==> src/rtl/csma_pkg.sv <==
// Shared definitions for the CSMA/CD transmit serializer.
//   tx_state_t      : serializer FSM states
//   FRAME_W_DEFAULT : default frame width (matches the framer output)
//   PREAMBLE        : optional per-attempt preamble byte, sent MSB-first
//   LFSR_TAPS       : Galois tap mask for x^16+x^14+x^13+x^11+1 (right-shifting form)
//   lfsr_step()     : one LFSR advance
package csma_pkg;

  typedef enum logic [1:0] {
    IDLE    = 2'd0,
    SENSE   = 2'd1,
    TX      = 2'd2,
    BACKOFF = 2'd3
  } tx_state_t;

  localparam int          FRAME_W_DEFAULT = 256;
  localparam int          PREAMBLE_W      = 8;
  localparam logic [7:0]  PREAMBLE        = 8'hD5;
  localparam logic [15:0] LFSR_TAPS       = 16'hB400;

  // Right-shift Galois step: the bit falling out of the LSB folds back in
  // through the tap mask.
  function automatic logic [15:0] lfsr_step(input logic [15:0] state);
    return state[0] ? ((state >> 1) ^ LFSR_TAPS) : (state >> 1);
  endfunction

endpackage

==> src/rtl/csma_tx_serializer_if.sv <==
// Handshake and line bundle between framer / medium and the serializer.
//   start          : 1-cycle request to send framed_message
//   framed_message : frame from the framer, sampled on an accepted start
//   channel_busy   : carrier sense (1 = medium occupied)
//   collision      : collision detect, meaningful only while tx_en=1
//   tx_data/tx_en  : serial bit and line-drive enable
//   busy/done/fail : serializer status and per-frame completion pulses
//   retry_cnt      : collisions seen for the current frame
// Modports: master = framer/medium side, slave = serializer.
interface csma_tx_serializer_if #(
  parameter int FRAME_W = csma_pkg::FRAME_W_DEFAULT
);

  logic               start;
  logic [FRAME_W-1:0] framed_message;
  logic               channel_busy;
  logic               collision;
  logic               tx_data;
  logic               tx_en;
  logic               busy;
  logic               done;
  logic               fail;
  logic [3:0]         retry_cnt;

  modport master (
    output start, framed_message, channel_busy, collision,
    input  tx_data, tx_en, busy, done, fail, retry_cnt
  );

  modport slave (
    input  start, framed_message, channel_busy, collision,
    output tx_data, tx_en, busy, done, fail, retry_cnt
  );

endinterface

==> src/rtl/csma_backoff_lfsr.sv <==
// Random backoff timer for the CSMA/CD serializer.
// A free-running 16-bit Galois LFSR supplies the randomness; on load the low
// k bits of the LFSR become the slot count, and the timer then counts that
// many slots of SLOT_CYCLES clocks each.
// Ports:
//   clk     : clock, rising edge
//   reset   : asynchronous, active-low reset (LFSR <= LFSR_SEED, timer cleared)
//   load    : strobe on BACKOFF entry; samples the LFSR and arms the timer
//   k       : backoff exponent, already capped by the caller
//   expired : 1 once the armed wait has fully elapsed (also 1 when zero slots)
module csma_backoff_lfsr
  import csma_pkg::*;
#(
  parameter int          SLOT_CYCLES = 32,
  parameter logic [15:0] LFSR_SEED   = 16'hACE1
) (
  input  logic       clk,
  input  logic       reset,
  input  logic       load,
  input  logic [3:0] k,
  output logic       expired
);

  localparam int CYC_W = (SLOT_CYCLES > 1) ? $clog2(SLOT_CYCLES) : 1;

  logic [15:0]      lfsr_reg;
  logic [15:0]      slot_mask;
  logic [15:0]      slot_cnt_reg, slot_cnt_next;
  logic [CYC_W-1:0] cyc_cnt_reg, cyc_cnt_next;

  // Thermometer mask selecting lfsr[k-1:0].
  genvar gi;
  generate
    for (gi = 0; gi < 16; gi++) begin : g_slot_mask
      assign slot_mask[gi] = (k > 4'(gi));
    end
  endgenerate

  // Two-level countdown: cyc_cnt walks through one slot, slot_cnt counts slots.
  // The wait therefore lasts exactly slots*SLOT_CYCLES clocks after the load.
  always_comb begin
    slot_cnt_next = slot_cnt_reg;
    cyc_cnt_next  = cyc_cnt_reg;
    if (load) begin
      slot_cnt_next = lfsr_reg & slot_mask;
      cyc_cnt_next  = CYC_W'(SLOT_CYCLES - 1);
    end else if (slot_cnt_reg != 16'd0) begin
      if (cyc_cnt_reg == '0) begin
        slot_cnt_next = slot_cnt_reg - 16'd1;
        cyc_cnt_next  = CYC_W'(SLOT_CYCLES - 1);
      end else begin
        cyc_cnt_next  = cyc_cnt_reg - CYC_W'(1);
      end
    end
  end

  always_ff @(posedge clk or negedge reset) begin
    if (!reset) begin
      lfsr_reg     <= LFSR_SEED;
      slot_cnt_reg <= 16'd0;
      cyc_cnt_reg  <= '0;
    end else begin
      lfsr_reg     <= lfsr_step(lfsr_reg);
      slot_cnt_reg <= slot_cnt_next;
      cyc_cnt_reg  <= cyc_cnt_next;
    end
  end

  assign expired = (slot_cnt_reg == 16'd0);

endmodule

==> src/rtl/csma_tx_serializer.sv <==
// CSMA/CD transmit serializer: takes one framed message from the framer and
// shifts it onto the shared medium MSB-first, one bit per clock, after an
// inter-frame gap of idle carrier. A collision aborts the attempt and, until
// MAX_RETRY collisions have been seen, schedules a binary-exponential random
// backoff followed by a full retransmission.
// Ports:
//   clk   : clock, rising edge
//   reset : asynchronous, active-low reset (all outputs and state cleared)
//   bus   : csma_tx_serializer_if.slave (start/framed_message/channel_busy/
//           collision in; tx_data/tx_en/busy/done/fail/retry_cnt out, all registered)
// Build option:
//   CSMA_TX_PREAMBLE_EN : when defined, every attempt is preceded by the 8-bit
//                         preamble 8'hD5 (MSB-first); a collision during the
//                         preamble is handled like any other collision.
module csma_tx_serializer
  import csma_pkg::*;
#(
  parameter int          FRAME_W         = FRAME_W_DEFAULT,
  parameter int          IFS_CYCLES      = 16,
  parameter int          SLOT_CYCLES     = 32,
  parameter int          MAX_RETRY       = 8,
  parameter int          BACKOFF_EXP_MAX = 6,
  parameter logic [15:0] LFSR_SEED       = 16'hACE1
) (
  input logic                 clk,
  input logic                 reset,
  csma_tx_serializer_if.slave bus
);

`ifdef CSMA_TX_PREAMBLE_EN
  localparam int PRE_W = PREAMBLE_W;
`else
  localparam int PRE_W = 0;
`endif
  localparam int TX_LEN = FRAME_W + PRE_W;
  localparam int BIT_W  = $clog2(TX_LEN + 1);
  localparam int FIDX_W = $clog2(FRAME_W);
  localparam int IDLE_W = $clog2(IFS_CYCLES + 1);

  tx_state_t          state_reg, state_next;
  logic [FRAME_W-1:0] frame_reg, frame_next;
  logic [BIT_W-1:0]   bit_idx_reg, bit_idx_next;
  logic [IDLE_W-1:0]  idle_cnt_reg, idle_cnt_next;
  logic [3:0]         retry_cnt_reg, retry_cnt_next;
  logic               tx_data_reg, tx_data_next;
  logic               tx_en_reg, tx_en_next;
  logic               busy_reg, busy_next;
  logic               done_reg, done_next;
  logic               fail_reg, fail_next;

  logic               backoff_load;
  logic [3:0]         backoff_k;
  logic               backoff_expired;
  logic [3:0]         retry_inc;
  logic [FIDX_W-1:0]  frame_pos;
  logic               cur_bit;
`ifdef CSMA_TX_PREAMBLE_EN
  logic [2:0]         pre_pos;
`endif

  csma_backoff_lfsr #(
    .SLOT_CYCLES (SLOT_CYCLES),
    .LFSR_SEED   (LFSR_SEED)
  ) u_backoff (
    .clk     (clk),
    .reset   (reset),
    .load    (backoff_load),
    .k       (backoff_k),
    .expired (backoff_expired)
  );

  // Bit currently due on the line. With a preamble, bit_idx 0..7 index the
  // preamble and the frame occupies the remaining positions, so the frame bit
  // for any bit_idx is simply frame_reg[TX_LEN-1-bit_idx].
  always_comb begin
    frame_pos = FIDX_W'(TX_LEN - 1 - int'(bit_idx_reg));
`ifdef CSMA_TX_PREAMBLE_EN
    pre_pos   = 3'(PRE_W - 1 - int'(bit_idx_reg));
    cur_bit   = (int'(bit_idx_reg) < PRE_W) ? PREAMBLE[pre_pos] : frame_reg[frame_pos];
`else
    cur_bit   = frame_reg[frame_pos];
`endif
  end

  assign retry_inc = retry_cnt_reg + 4'd1;
  assign backoff_k = (retry_inc > 4'(BACKOFF_EXP_MAX)) ? 4'(BACKOFF_EXP_MAX) : retry_inc;

  always_comb begin
    state_next     = state_reg;
    frame_next     = frame_reg;
    bit_idx_next   = bit_idx_reg;
    idle_cnt_next  = idle_cnt_reg;
    retry_cnt_next = retry_cnt_reg;
    tx_data_next   = 1'b0;
    tx_en_next     = 1'b0;
    done_next      = 1'b0;
    fail_next      = 1'b0;
    backoff_load   = 1'b0;

    unique case (state_reg)
      IDLE: begin
        if (bus.start) begin
          frame_next     = bus.framed_message;
          retry_cnt_next = 4'd0;
          idle_cnt_next  = '0;
          state_next     = SENSE;
        end
      end

      SENSE: begin
        if (bus.channel_busy) begin
          idle_cnt_next = '0;
        end else if (idle_cnt_reg == IDLE_W'(IFS_CYCLES - 1)) begin
          idle_cnt_next = '0;
          bit_idx_next  = '0;
          state_next    = TX;
        end else begin
          idle_cnt_next = idle_cnt_reg + IDLE_W'(1);
        end
      end

      TX: begin
        // Collision is only meaningful while we are actually driving, and it
        // takes priority over completing the last bit.
        if (tx_en_reg && bus.collision) begin
          retry_cnt_next = retry_inc;
          if (retry_inc == 4'(MAX_RETRY)) begin
            fail_next  = 1'b1;
            state_next = IDLE;
          end else begin
            backoff_load = 1'b1;
            state_next   = BACKOFF;
          end
        end else if (bit_idx_reg == BIT_W'(TX_LEN)) begin
          done_next  = 1'b1;
          state_next = IDLE;
        end else begin
          tx_en_next   = 1'b1;
          tx_data_next = cur_bit;
          bit_idx_next = bit_idx_reg + BIT_W'(1);
        end
      end

      BACKOFF: begin
        if (backoff_expired) begin
          idle_cnt_next = '0;
          state_next    = SENSE;
        end
      end

      default: state_next = IDLE;
    endcase

    busy_next = (state_next != IDLE);
  end

  always_ff @(posedge clk or negedge reset) begin
    if (!reset) begin
      state_reg     <= IDLE;
      frame_reg     <= '0;
      bit_idx_reg   <= '0;
      idle_cnt_reg  <= '0;
      retry_cnt_reg <= 4'd0;
      tx_data_reg   <= 1'b0;
      tx_en_reg     <= 1'b0;
      busy_reg      <= 1'b0;
      done_reg      <= 1'b0;
      fail_reg      <= 1'b0;
    end else begin
      state_reg     <= state_next;
      frame_reg     <= frame_next;
      bit_idx_reg   <= bit_idx_next;
      idle_cnt_reg  <= idle_cnt_next;
      retry_cnt_reg <= retry_cnt_next;
      tx_data_reg   <= tx_data_next;
      tx_en_reg     <= tx_en_next;
      busy_reg      <= busy_next;
      done_reg      <= done_next;
      fail_reg      <= fail_next;
    end
  end

  assign bus.tx_data   = tx_data_reg;
  assign bus.tx_en     = tx_en_reg;
  assign bus.busy      = busy_reg;
  assign bus.done      = done_reg;
  assign bus.fail      = fail_reg;
  assign bus.retry_cnt = retry_cnt_reg;

endmodule

==> src/flat_wrapper.sv <==
// flat-port wrapper written by rule: the top's interface ports become plain ports
module csma_tx_serializer_flat import csma_pkg::*;
#(
  parameter int          FRAME_W         = FRAME_W_DEFAULT,
  parameter int          IFS_CYCLES      = 16,
  parameter int          SLOT_CYCLES     = 32,
  parameter int          MAX_RETRY       = 8,
  parameter int          BACKOFF_EXP_MAX = 6,
  parameter logic [15:0] LFSR_SEED       = 16'hACE1
)
  (clk, reset, bus_start, bus_framed_message, bus_channel_busy, bus_collision, bus_tx_data, bus_tx_en, bus_busy, bus_done, bus_fail, bus_retry_cnt);
  csma_tx_serializer_if #(.FRAME_W(FRAME_W)) bus_i ();
  input logic clk;
  input logic reset;
  input wire logic [$bits(bus_i.start)-1:0] bus_start;
  input wire logic [$bits(bus_i.framed_message)-1:0] bus_framed_message;
  input wire logic [$bits(bus_i.channel_busy)-1:0] bus_channel_busy;
  input wire logic [$bits(bus_i.collision)-1:0] bus_collision;
  output wire logic [$bits(bus_i.tx_data)-1:0] bus_tx_data;
  output wire logic [$bits(bus_i.tx_en)-1:0] bus_tx_en;
  output wire logic [$bits(bus_i.busy)-1:0] bus_busy;
  output wire logic [$bits(bus_i.done)-1:0] bus_done;
  output wire logic [$bits(bus_i.fail)-1:0] bus_fail;
  output wire logic [$bits(bus_i.retry_cnt)-1:0] bus_retry_cnt;
  assign bus_i.start = bus_start;
  assign bus_i.framed_message = bus_framed_message;
  assign bus_i.channel_busy = bus_channel_busy;
  assign bus_i.collision = bus_collision;
  assign bus_tx_data = bus_i.tx_data;
  assign bus_tx_en = bus_i.tx_en;
  assign bus_busy = bus_i.busy;
  assign bus_done = bus_i.done;
  assign bus_fail = bus_i.fail;
  assign bus_retry_cnt = bus_i.retry_cnt;
  csma_tx_serializer #(.FRAME_W(FRAME_W), .IFS_CYCLES(IFS_CYCLES), .SLOT_CYCLES(SLOT_CYCLES), .MAX_RETRY(MAX_RETRY), .BACKOFF_EXP_MAX(BACKOFF_EXP_MAX), .LFSR_SEED(LFSR_SEED)) u_core (.clk(clk), .reset(reset), .bus(bus_i));
endmodule
==> config.mk <==
export PLATFORM = sky130hd
export DESIGN_NAME = csma_tx_serializer_flat
export DESIGN_NICKNAME = d
export VERILOG_FILES = /design/src/rtl/csma_pkg.sv /design/src/rtl/csma_tx_serializer_if.sv /design/src/rtl/csma_backoff_lfsr.sv /design/src/rtl/csma_tx_serializer.sv /design/src/flat_wrapper.sv
export SDC_FILE = /design/constraint.sdc
export NUM_CORES = 1
export LEC_CHECK = 0
export BUFFER_PORTS_ARGS = -buffer_cell sky130_fd_sc_hd__clkbuf_2
export CORE_ASPECT_RATIO = 0.5
export CORE_MARGIN = 5
export CORE_UTILIZATION = 56
export DETAILED_ROUTE_END_ITERATION = 10
export PLACE_DENSITY = 0.88
export SETUP_SLACK_MARGIN = 0.02
export SLEW_MARGIN = 0
export SYNTH_ARGS = -nofsm -noshare
export SYNTH_HDL_FRONTEND = slang
export SYNTH_SLANG_ARGS = --single-unit
export TNS_END_PERCENT = 1
==> constraint.sdc <==
create_clock -name clk -period 3.23 [get_ports clk]
set_clock_uncertainty 0.1 [all_clocks]
set_input_delay 0 -clock clk [delete_from_list [all_inputs] [get_ports clk]]
set_output_delay 0 -clock clk [all_outputs]
set_load 0.03 [all_outputs]
# After elaboration in Yosys (flattened, before gate mapping)
# Cells that the tools add are included.
op_classes:
  addsub: 6
  order_cmp: 18
  n_reduce_logical: 16
  bitwise_logic: 2
  eq_ne: 13
  mux: 46
ops:
  columns: ["cell", "n"]
  rows:
  - ["2-to-1 mux 16 bit", 4]
  - ["2-to-1 mux 9 bit", 4]
  - ["2-to-1 mux 5 bit", 7]
  - ["> comparator 4 bit, second input constant", 8]
  - ["> comparator 4 x 3 -> 1 bit, second input constant", 5]
  - ["case mux 9 bit (2 select lines)", 1]
  - ["AND 16 bit", 1]
  - ["logical NOT 16 bit", 1]
  - ["2-to-1 mux 1 bit", 16]
  - ["nonzero test 16 bit", 1]
  - ["subtractor 16 x 1 -> 16 bit, second input constant", 1]
  - ["case mux 5 bit (3 select lines)", 1]
  - ["2-to-1 mux 2 bit", 7]
  - ["2-to-1 mux 4 bit", 3]
  - ["nonzero test 2 bit", 5]
  - ["adder 9 x 1 -> 9 bit, second input constant", 1]
  - ["equality test 9 bit, second input constant", 1]
  - ["less-than comparator 8 x 9 -> 1 bit, second input constant", 1]
  - ["binary-select mux 1 bit (select 8 bit)", 1]
  - ["> comparator 4 x 1 -> 1 bit, second input constant", 2]
  - ["> comparator 4 x 2 -> 1 bit, second input constant", 2]
  - ["inequality test 2 bit, second input constant", 4]
  - ["case mux 2 bit (4 select lines)", 1]
  - ["case mux 4 bit (2 select lines)", 1]
  - ["17 further kinds", 22]
totals:
  input_bits: 261
  register_bits: 318
  wordCells: 114

# Logic depth before layout (Yosys ltp)
# Gate-level depths: netlist of run 1.
logic_depth:
  word_depth: 7
  ltp_mapped: 12
  ltp_nobuf: 9

# Hierarchy
# Synthesis of run 1 repeated with hierarchy kept, for this count alone.
hier_totals:
  hier_cells: 1039
  hier_area_um2: 14632.8
by_module_without_submodules:
  columns: ["module", "cells_per_inst", "area_per_inst_um2", "instances"]
  rows:
  - ["csma_tx_serializer", 863, 12818.5, 1]
  - ["csma_backoff_lfsr", 176, 1814.2, 1]

# Least setup slack after synthesis of run 1
# Ideal clock, no wire load.
synth_timing:
  path_type: "reg-to-reg"
  startpoint: "reg u_core.bit_idx_reg[0]"
  endpoint: "reg u_core.bit_idx_reg[7]"
  n_path_buf: 4
  setup_time_ns: 0.137
  required_time_ns: 2.993
  slack_ns: 0.480
  t_arrival_ns: 2.513
  path_stages_with_launch: 13
  path_cell_list: "dfrtp_1 > buf_2 > buf_4 > buf_2 > buf_2 > inv_1 > ha_1 > nand4_1 > nand3_1 > or3_1 > nor3_1 > xnor2_1 > nor2_1"
synth_via:
  elab_chain_cells: 4
synth_rtl:
  columns: ["element", "line", "text"]
  rows:
  - ["start: declaration", "csma_tx_serializer.sv:42", "logic [BIT_W-1:0] bit_idx_reg, bit_idx_next;"]
  - ["start signal: assignment", "csma_tx_serializer.sv:172", "bit_idx_reg <= bit_idx_next;"]
  - ["adder 9 x 1 -> 9 bit", "csma_tx_serializer.sv:140", "bit_idx_next = bit_idx_reg + BIT_W'(1);"]
  - ["2-to-1 mux 9 bit", "csma_tx_serializer.sv:134", "end else if (bit_idx_reg == BIT_W'(TX_LEN)) begin"]
  - ["2-to-1 mux 9 bit", "csma_tx_serializer.sv:125", "if (tx_en_reg && bus.collision) begin"]
  - ["case mux 9 bit (2 select lines)", "csma_tx_serializer.sv:100", "unique case (state_reg)"]
# Several ways; a longest one is shown, not always the timed one. The select of a mux whose other input is x is not followed.
# A chain may end at the register's enable or synchronous reset.

# Final worst setup path of run 1
layout_timing:
  startpoint: "reg u_core.bit_idx_reg[1]"
  endpoint: "reg u_core.busy_reg (netlist: u_core.bus.busy)"
layout_via:
  elab_chain_cells: 5
layout_rtl:
  columns: ["element", "line", "text"]
  rows:
  - ["equality test 9 bit", "csma_tx_serializer.sv:134", null]
  - ["2-to-1 mux 2 bit", "csma_tx_serializer.sv:134", null]
  - ["2-to-1 mux 2 bit", "csma_tx_serializer.sv:125", null]
  - ["case mux 2 bit (4 select lines)", "csma_tx_serializer.sv:100", null]
  - ["named net u_core.state_next[1]", "csma_tx_serializer.sv:40", "tx_state_t state_reg, state_next;"]
  - ["nonzero test 2 bit", "csma_tx_serializer.sv:154", "busy_next = (state_next != IDLE);"]
  - ["named net u_core.busy_next", "csma_tx_serializer.sv:47", "logic busy_reg, busy_next;"]
  - ["end signal: assignment", "csma_tx_serializer.sv:177", "busy_reg <= busy_next;"]
  - ["end: declaration", "csma_tx_serializer.sv:47", null]
# The timed path passes the listed nets, and every way through them passes these cells.

==> impl_metrics.ini, run 1 <==
[run_status]
status = finished, final reports clean

[grt]
grtUsageMet3_pct = 9.72
grt_pass1_vias = 13383
grtUsageMet1_pct = 39.4
met2_usage_pct = 61.2
antenna_found_initial = 9
grt_overflow_total = 0
grt_max_degree = 100
track_usage_pct = 35.5
grt_pass1_wl_um = 79000
grt-busiest-layer = met2

[power_and_ir_drop]
switchingPower_mw = 4.29
pwr-share-clk_pct = 28.4
power_density_nw_per_um2 = 678
finalPower_mw = 13.5
power_frac_seq_pct = 42.9
max-vdd-ir-drop_mv = 0.472
cellLeakagePower_nw = 8.89
swShare_pct = 31.9
intPower_mw = 9.16
power_frac_comb_pct = 28.7

[critical_path]
worst-setup-path-type = reg2reg
slowest_delay_ps = 670
startpoint_type = flop
ff2ff_path_depth = 8
crit_fanout = 21
cp_slowest_cell = dfrtp_2
reg2reg_setup_slack_ps = 10
critPathArrivalTime_ps = 3560
worstReg2RegStart = u_core.bit_idx_reg[1]$_DFFE_PN0P_
crit_top_cell = inv_1
r2r-end = u_core.bus.busy$_DFF_PN0_
required_ps = 3580
cp-end-kind = flop
worstPathCellList = inv_1 -> ha_1 -> nand4_1 -> nand3_1 -> inv_1 -> nor2_1 -> o211ai_1 -> or2_2

[timing]
period_minus_slack_ps = 3220
timing.hold.ws_ps = 98.9
finalHoldViolations = 0
maxSlewViolCount = 0
max_slew.worst_pin.slew_ps = 796
relSlewSlack_pct = 46.5
period_share_pct = 99.5
fmax_mhz = 311
finalWorstSetupSlack_ps = 14.9
final-setup-viol-count = 0
fin_setup_tns_ps = 0

[placement]
dp.cells = 1581
portBuffers = 269
gp_congestion = 0.851
preCtsSetupSlack_ps = 464
hpwl_um = 27000
placed_area_um2 = 16200

[floorplan]
ioPinCount = 270
rows = 41
start_util_pct = 56.9
die_area_um2 = 29100
die-width_um = 236
core_um2 = 25200
die-height_um = 123

[synthesis]
netlist_area_um2 = 14300
synth_top_area_cell = dfrtp_1
ys_ff_latch = 318
synth_fp_nets = 1268
synthArstFlopShare_pct = 100
synth_top_area_share_pct = 54.1
synth_edf_count = 0
synth_area_leaders = dfrtp_1 (54%), mux2_2 (21%), mux4_2 (9.0%), dfstp_2 (1.5%), nand2_1 (1.1%)
yosysWarnings = 0
synth_most_common_cell = dfrtp_1
synth_commonest_cells = dfrtp_1 (310), mux2_2 (271), mux4_2 (57)
synth_area_per_cell_um2 = 14.3
postSynthCellCount = 1000
ys_seq_area_share_pct = 55.6
ys.flop_type = dfrtp_1
yosysUniqueCellTypes = 60

[clock_network]
cts_max_level = 1
clk_pin_slew_worst_paths_ps = 80
cts_sinks = 318
cts_root_buf = clkbuf_16
cts_tree = yes
cts_max_path_buffers = 3
cts_buffers = 28
clkLatencyLatePin_ps = 570

[drt]
wirelength_um = 52000
drt_iter0_drc = 1422
vias = 12109
drc = 0
wl_per_cell_um = 27.3
viasPerCell = 6.35
first_pass_iters = 8
drtAntennaViolNets = 0

[min_path]
worstHoldStart = bus_framed_message[162]
whs_path_depth = 3
hold_path.class = in2reg
min_to = u_core.frame_reg[162]$_DFFE_PN0P_

[finish]
area_delta_synth_final_pct = 38.5
largest_reg_flops = 256
fillers = 1214
multi_input_area_um2 = 6090
design_area_um2 = 19900
drive_gt1_share_pct = 45.0
seq_area_um2 = 7970
finish.utilization_pct = 78.8
layout.nets = 1802
instances_no_fill = 1906

[run]
cap_viol_max_count = 0
==> routing by layer <==
layer	wire length [um]	share of wire, %
met3	4850	9.3
met5	33	0.064
met2	25800	50
met4	4260	8.2
met1	17100	33
==> worst max-delay path by stage <==
stage | end | depth (start not counted) | start
floorplan | u_core.bit_idx_reg[7]$_DFFE_PN0P_ | 12 | u_core.bit_idx_reg[0]$_DFFE_PN0P_
CTS | u_core.idle_cnt_reg[2]$_DFFE_PN0P_ | 8 | u_core.u_backoff.slot_cnt_reg[8]$_DFFE_PN0P_
global placement | u_core.bus.tx_data$_DFF_PN0_ | 7 | u_core.bit_idx_reg[1]$_DFFE_PN0P_
finish | u_core.bus.busy$_DFF_PN0_ | 8 | u_core.bit_idx_reg[1]$_DFFE_PN0P_
detailed placement | u_core.bus.tx_data$_DFF_PN0_ | 7 | u_core.bit_idx_reg[0]$_DFFE_PN0P_
global route | u_core.idle_cnt_reg[2]$_DFFE_PN0P_ | 8 | u_core.u_backoff.slot_cnt_reg[10]$_DFFE_PN0P_
==> kinds of logic after synthesis <==
family / after synthesis / synth area share [%]
and+or+nand+nor: 155 / 5.42
AOI/OAI and AO/OA: 92 / 4.20
DFF: 318 / 55.6
xor gates and xnor gates: 24 / 1.47
buffers and inverters: 69 / 1.99
adders and majority gates: 7 / 0.611
muxes: 335 / 30.7
==> power groups by stage <==
stage / logic, mW / clock network, mW / registers, mW
2_1_floorplan: 2.46 / 0 / 5.31
3_3_place_gp: 3.14 / 0 / 5.54
3_5_place_dp: 3.26 / 0 / 5.64
4_1_cts: 3.56 / 3.67 / 5.58
5_1_grt: 4.07 / 3.93 / 5.80
6_report: 3.87 / 3.82 / 5.77
==> layout by cell type, fill, tap and decap left out, types with 3 or more instances in the layout <==
| cell type | instances |
|---|---|
| buf_4 | 26 |
| nor2_1 | 42 |
| o211ai_1 | 4 |
| inv_1 | 10 |
| dfrtp_1 | 307 |
| dfstp_2 | 8 |
| a21oi_1 | 12 |
| o22ai_1 | 5 |
| mux2i_1 | 7 |
| nand3_1 | 13 |
| nand4_1 | 5 |
| a211oi_1 | 4 |
| clkbuf_8 | 7 |
| o21ai_0 | 29 |
| diode_2 | 8 |
| buf_12 | 5 |
| xnor2_1 | 12 |
| nand2b_1 | 8 |
| a221oi_1 | 3 |
| clkbuf_2 | 268 |
| nor3_1 | 12 |
| clkinv_2 | 6 |
| dlygate4sd3_1 | 262 |
| nand2_1 | 42 |
| a31oi_1 | 7 |
| a22oi_1 | 6 |
| bufinv_16 | 4 |
| mux4_2 | 57 |
| clkbuf_16 | 29 |
| nor2b_1 | 10 |
| xor2_1 | 12 |
| mux2_2 | 271 |
| ha_1 | 7 |
==> worst max-delay path, delay by kind of cell (launching register included) <==
family | cells | cell delay [ps]
AO/OA/AOI/OAI | 1 | 240
adder cells (fa/ha/maj) | 1 | 260
buffers and inverters | 2 | 580
flip-flops | 1 | 670
AND/OR/NAND/NOR | 4 | 1240
==> layout make-up <==
| cell class | count | area share (%) |
|---|---|---|
| repair buffers | 563 | 21.7 |
| clock inverters | 13 | 0.888 |
| clock buffers | 37 | 4.16 |
| diodes | 8 | 0.101 |
| well taps | 344 | 2.17 |
| inverters | 10 | 0.189 |
| flip-flops and latches | 318 | 40.2 |
| multi-input cells | 613 | 30.7 |
==> what timing repair did <==
item	in CTS	in global routing
buffers inserted	0	4
endpoints found under the hold margin	475	0
hold buffers	263	0
endpoints found under the setup margin	0	1
gates resized for setup	0	2
(Power assumes the default switching activity.)
==> run 2, diff against run 1 <==
clock period = 3.5 ns   (was 3.23 ns; I/O delays follow)
==> impl_metrics.ini, run 2 (synthesis results as in run 1) <==
[drt]
wirelength_um = 51600
viasPerCell = 6.37
drtAntennaViolNets = 0
drt_iter0_drc = 1580
vias = 12092
wl_per_cell_um = 27.2
first_pass_iters = 9
drc = 0

[grt]
grt_overflow_total = 0
track_usage_pct = 34.5
grt_pass1_wl_um = 76900
antenna_found_initial = 8
grt_pass1_vias = 13180
grt_max_degree = 117

[timing]
relSlewSlack_pct = 31.4
max_slew.worst_pin.slew_ps = 1020
maxSlewViolCount = 0
final-setup-viol-count = 0
finalHoldViolations = 3
period_minus_slack_ps = 3440
fmax_mhz = 291
period_share_pct = 98.3
fin_setup_tns_ps = 0
finalWorstSetupSlack_ps = 60.3
timing.hold.ws_ps = -21.4

[clock_network]
cts_root_buf = clkbuf_16
cts_sinks = 318
cts_max_level = 1
post_cts_buffers = 0
clkLatencyLatePin_ps = 560
clk_pin_slew_worst_paths_ps = 70
cts_max_path_buffers = 3
cts_tree = yes
cts_buffers = 28

[floorplan]
die-height_um = 123
rows = 41
die-width_um = 236
ioPinCount = 270
die_area_um2 = 29100
start_util_pct = 56.9
core_um2 = 25200

[critical_path]
crit_fanout = 27
worst-setup-path-type = reg2reg
cp_slowest_cell = dfrtp_4
worstReg2RegStart = u_core.bit_idx_reg[0]$_DFFE_PN0P_
slowest_delay_ps = 690
cp-end-kind = flop
startpoint_type = flop
critPathArrivalTime_ps = 3730
required_ps = 3790
reg2reg_setup_slack_ps = 60
r2r-end = u_core.bit_idx_reg[6]$_DFFE_PN0P_
ff2ff_path_depth = 9
worstPathCellList = buf_4 -> inv_1 -> ha_1 -> nand4_1 -> nand3_1 -> inv_1 -> nor2_1 -> o21ai_0 -> o21ai_0

[finish]
layout.nets = 1789
drive_gt1_share_pct = 44.4
mostFrequentLayoutCells = dfrtp_1 (307), mux2_2 (271), clkbuf_2 (268)
largest_reg_flops = 256
seq_area_um2 = 7970
design_area_um2 = 19700
instances_no_fill = 1897
multi_input_area_um2 = 6090
final_common_cell = dfrtp_1
fillers = 1214
finish.utilization_pct = 78.3
area_delta_synth_final_pct = 37.6

[power_and_ir_drop]
cellLeakagePower_nw = 8.80
swShare_pct = 32.0
intPower_mw = 8.32
power_frac_seq_pct = 43.8
max-vdd-ir-drop_mv = 0.435
pwr-share-clk_pct = 27.6
power_density_nw_per_um2 = 620
power_frac_comb_pct = 28.5
finalPower_mw = 12.2
switchingPower_mw = 3.91

[run_status]
status = finished with violations
violations = negative hold slack

[placement]
gp_congestion = 0.849
hpwl_um = 26300
dp.cells = 1574
portBuffers = 269
placed_area_um2 = 16100
preCtsSetupSlack_ps = 596

[min_path]
hold_path.class = in2async

[run]
cap_viol_max_count = 0
==> run 2: power groups by stage <==
stage,sequential (mW),clock (mW),combinational [mW]
after floorplan,4.90,0,2.27
after global placement,5.15,0,2.82
after detailed placement,5.23,0,2.91
after CTS,5.18,3.27,3.20
after global routing,5.40,3.51,3.68
final,5.36,3.38,3.49
==> run 2: cell type report <==
cell class                 count  area share, %
tap                          344           2.18
clock inverter                 9          0.514
sequential                   318           40.4
clock buffer                  43           4.40
antenna                       10          0.127
timing repair buffer         550           21.3
multi-input combinational    613           30.9
inverter                      10          0.190
==> run 2: worst max path at each step <==
stage	from	to	slack (ps)	cells past startpoint
final	u_core.bit_idx_reg[0]$_DFFE_PN0P_	u_core.bit_idx_reg[6]$_DFFE_PN0P_	60	9
after global routing	u_core.bit_idx_reg[0]$_DFFE_PN0P_	u_core.bit_idx_reg[6]$_DFFE_PN0P_	-30	9
after CTS	u_core.u_backoff.slot_cnt_reg[8]$_DFFE_PN0P_	u_core.idle_cnt_reg[2]$_DFFE_PN0P_	250	8
after detailed placement	u_core.bit_idx_reg[0]$_DFFE_PN0P_	u_core.bit_idx_reg[7]$_DFFE_PN0P_	600	9
after global placement	u_core.bit_idx_reg[0]$_DFFE_PN0P_	u_core.bit_idx_reg[7]$_DFFE_PN0P_	640	9
after floorplan	u_core.bit_idx_reg[0]$_DFFE_PN0P_	u_core.bit_idx_reg[7]$_DFFE_PN0P_	750	12
==> run 2: per-layer routing <==
| metal | global-route usage, % | wire [um] |
|---|---|---|
| met1 | 38.9 | 16900 |
| met4 | 23.2 | 4850 |
| met5 | 0 | 12 |
| met3 | 7.51 | 4550 |
| met2 | 60.4 | 25300 |
==> run 2: timing repair <==
item | in CTS | in global routing
gates resized for setup | 0 | 1
hold endpoints to repair | 393 | 0
hold buffers | 261 | 0
setup endpoints to repair | 0 | 1
==> run 2: critical path: cells and delay by family (launching register included) <==
| family | cells | cell delay (ps) |
|---|---|---|
| AO/OA/AOI/OAI | 2 | 560 |
| adder cells (fa/ha/maj) | 1 | 240 |
| buffers and inverters | 3 | 1010 |
| flip-flops | 1 | 690 |
| AND/OR/NAND/NOR | 3 | 620 |
==> run 3, diff against run 2 <==
CORE_UTILIZATION = 50   (was 56)
PLACE_DENSITY = 0.81   (was 0.88)
==> impl_metrics.ini, run 3 (synthesis results as in run 1) <==
[finish]
drive_gt1_share_pct = 44.1
layout.nets = 1789
finish.utilization_pct = 70.5
mostFrequentLayoutCells = dfrtp_1 (307), mux2_2 (271), clkbuf_2 (268)
largest_reg_flops = 256
instances_no_fill = 1932
area_delta_synth_final_pct = 37.6
final_common_cell = dfrtp_1

[critical_path]
cp-end-kind = flop
worst-setup-path-type = reg2reg
critPathArrivalTime_ps = 3640
startpoint_type = flop
required_ps = 3850
crit_fanout = 21

[power_and_ir_drop]
cellLeakagePower_nw = 8.77
max-vdd-ir-drop_mv = 0.444
power_density_nw_per_um2 = 605

[min_path]
hold_path.class = in2async

[grt]
antenna_found_initial = 8
grt_pass1_vias = 12587
grt_max_degree = 156
track_usage_pct = 28.9
grt_overflow_total = 0
grt_pass1_wl_um = 72700

[timing]
max_slew.worst_pin.slew_ps = 912
finalHoldViolations = 0
fmax_mhz = 303
period_share_pct = 94.2
final-setup-viol-count = 0
rsz0062_at_grt = no
maxSlewViolCount = 0
relSlewSlack_pct = 39.2
fin_setup_tns_ps = 0
period_minus_slack_ps = 3300

[floorplan]
ioPinCount = 270
start_util_pct = 51.2
die-height_um = 130
die-width_um = 249
core_um2 = 28000
die_area_um2 = 32400
rows = 43

[drt]
first_pass_iters = 7
wirelength_um = 47700
wl_per_cell_um = 24.7
drt_iter0_drc = 1125
vias = 11496
viasPerCell = 5.95
drc = 0
drtAntennaViolNets = 0

[clock_network]
cts_max_level = 1
cts_buffers = 29
clk_pin_slew_worst_paths_ps = 90
cts_tree = yes
clkLatencyLatePin_ps = 570
post_cts_buffers = 0
cts_max_path_buffers = 3
cts_sinks = 318
cts_root_buf = clkbuf_16

[run_status]
status = finished, final reports clean

[placement]
portBuffers = 269
dp.cells = 1611
gp_congestion = 0.825
hpwl_um = 27100

[run]
cap_viol_max_count = 0
[run 3: cell count changes in the layout (fill, tap and decap cells not counted)]
cell	before	now
clkbuf_1	5	10
diode_2	10	7
clkbuf_8	9	7
clkinv_2	5	3
buf_12	6	5
clkinv_4	1	0
clkinvlp_4	1	2
[run 3: where the power goes]
group	switching [mW]	internal (mW)
Sequential	0.739	4.53
Clock	1.49	1.83
Combinational	1.41	1.92
Total	3.64	8.29
[run 3: repair_timing]
action                                  CTS  global route
hold buffers                            261             0
endpoints found under the setup margin    0             1
gates resized for setup                   0             1
endpoints found under the hold margin   399             0
[run 3: worst paths after layout]
check | startpoint | endpoint | slack [ps] | depth (start not counted)
worst max-delay path | u_core.bit_idx_reg[1]$_DFFE_PN0P_ | u_core.bus.busy$_DFF_PN0_ | 200 | 8
worst max register to register | u_core.bit_idx_reg[1]$_DFFE_PN0P_ | u_core.bus.busy$_DFF_PN0_ | 200 | 8
worst min-delay path | reset | u_core.bit_idx_reg[0]$_DFFE_PN0P_ | 20 | 2
min in group clk | bus_framed_message[120] | u_core.frame_reg[120]$_DFFE_PN0P_ | 110 | 3
max in group asynchronous | reset | u_core.u_backoff.lfsr_reg[7]$_DFF_PN1_ | 2280 | 3
worst min register to register | u_core.u_backoff.lfsr_reg[12]$_DFF_PN0_ | u_core.u_backoff.lfsr_reg[11]$_DFF_PN1_ | 250 | 0
[run 3: layer usage]
metal / vias up / global-route usage (%) / wire length (um) / share of wire, %
met5: - / 0 / 13 / 0.027
met4: 2 / 17.7 / 3500 / 7.3
met3: 305 / 6.11 / 3300 / 6.9
met1: 5723 / 32.7 / 16600 / 35
met2: 726 / 51.4 / 24300 / 51
li1: 4740 / - / - / -
[run 3: cell type report]
class,count,area [um^2]
Clock inverter,7,90.1
Fill cell,1687,8250
Sequential cell,318,7970
Clock buffer,46,860
Multi-Input combinational cell,613,6090
Antenna cell,7,17.5
Timing Repair Buffer,549,4170
Inverter,10,37.5
Tap cell,382,478
[run 3: critical path: stages, from the launching register on]
cell and delay (ps):
dfrtp_2 610, inv_1 400, ha_1 250, nand4_1 170
nand3_1 300, inv_1 220, nor2_1 570, o211ai_1 220
or2_2 350
[run 3: metrics by stage]
step           setup slack, ps  total power [mW]  hold WS (ps)  cell area (um^2)
5_1_grt                    109              12.3           119             19700
3_3_place_gp               683              7.95          17.7             16100
6_report                   204              11.9          18.1             19700
4_1_cts                    217              11.6          34.5             19700
3_5_place_dp               648              8.13          33.5             16100
2_1_floorplan              750              7.17          -396             14300
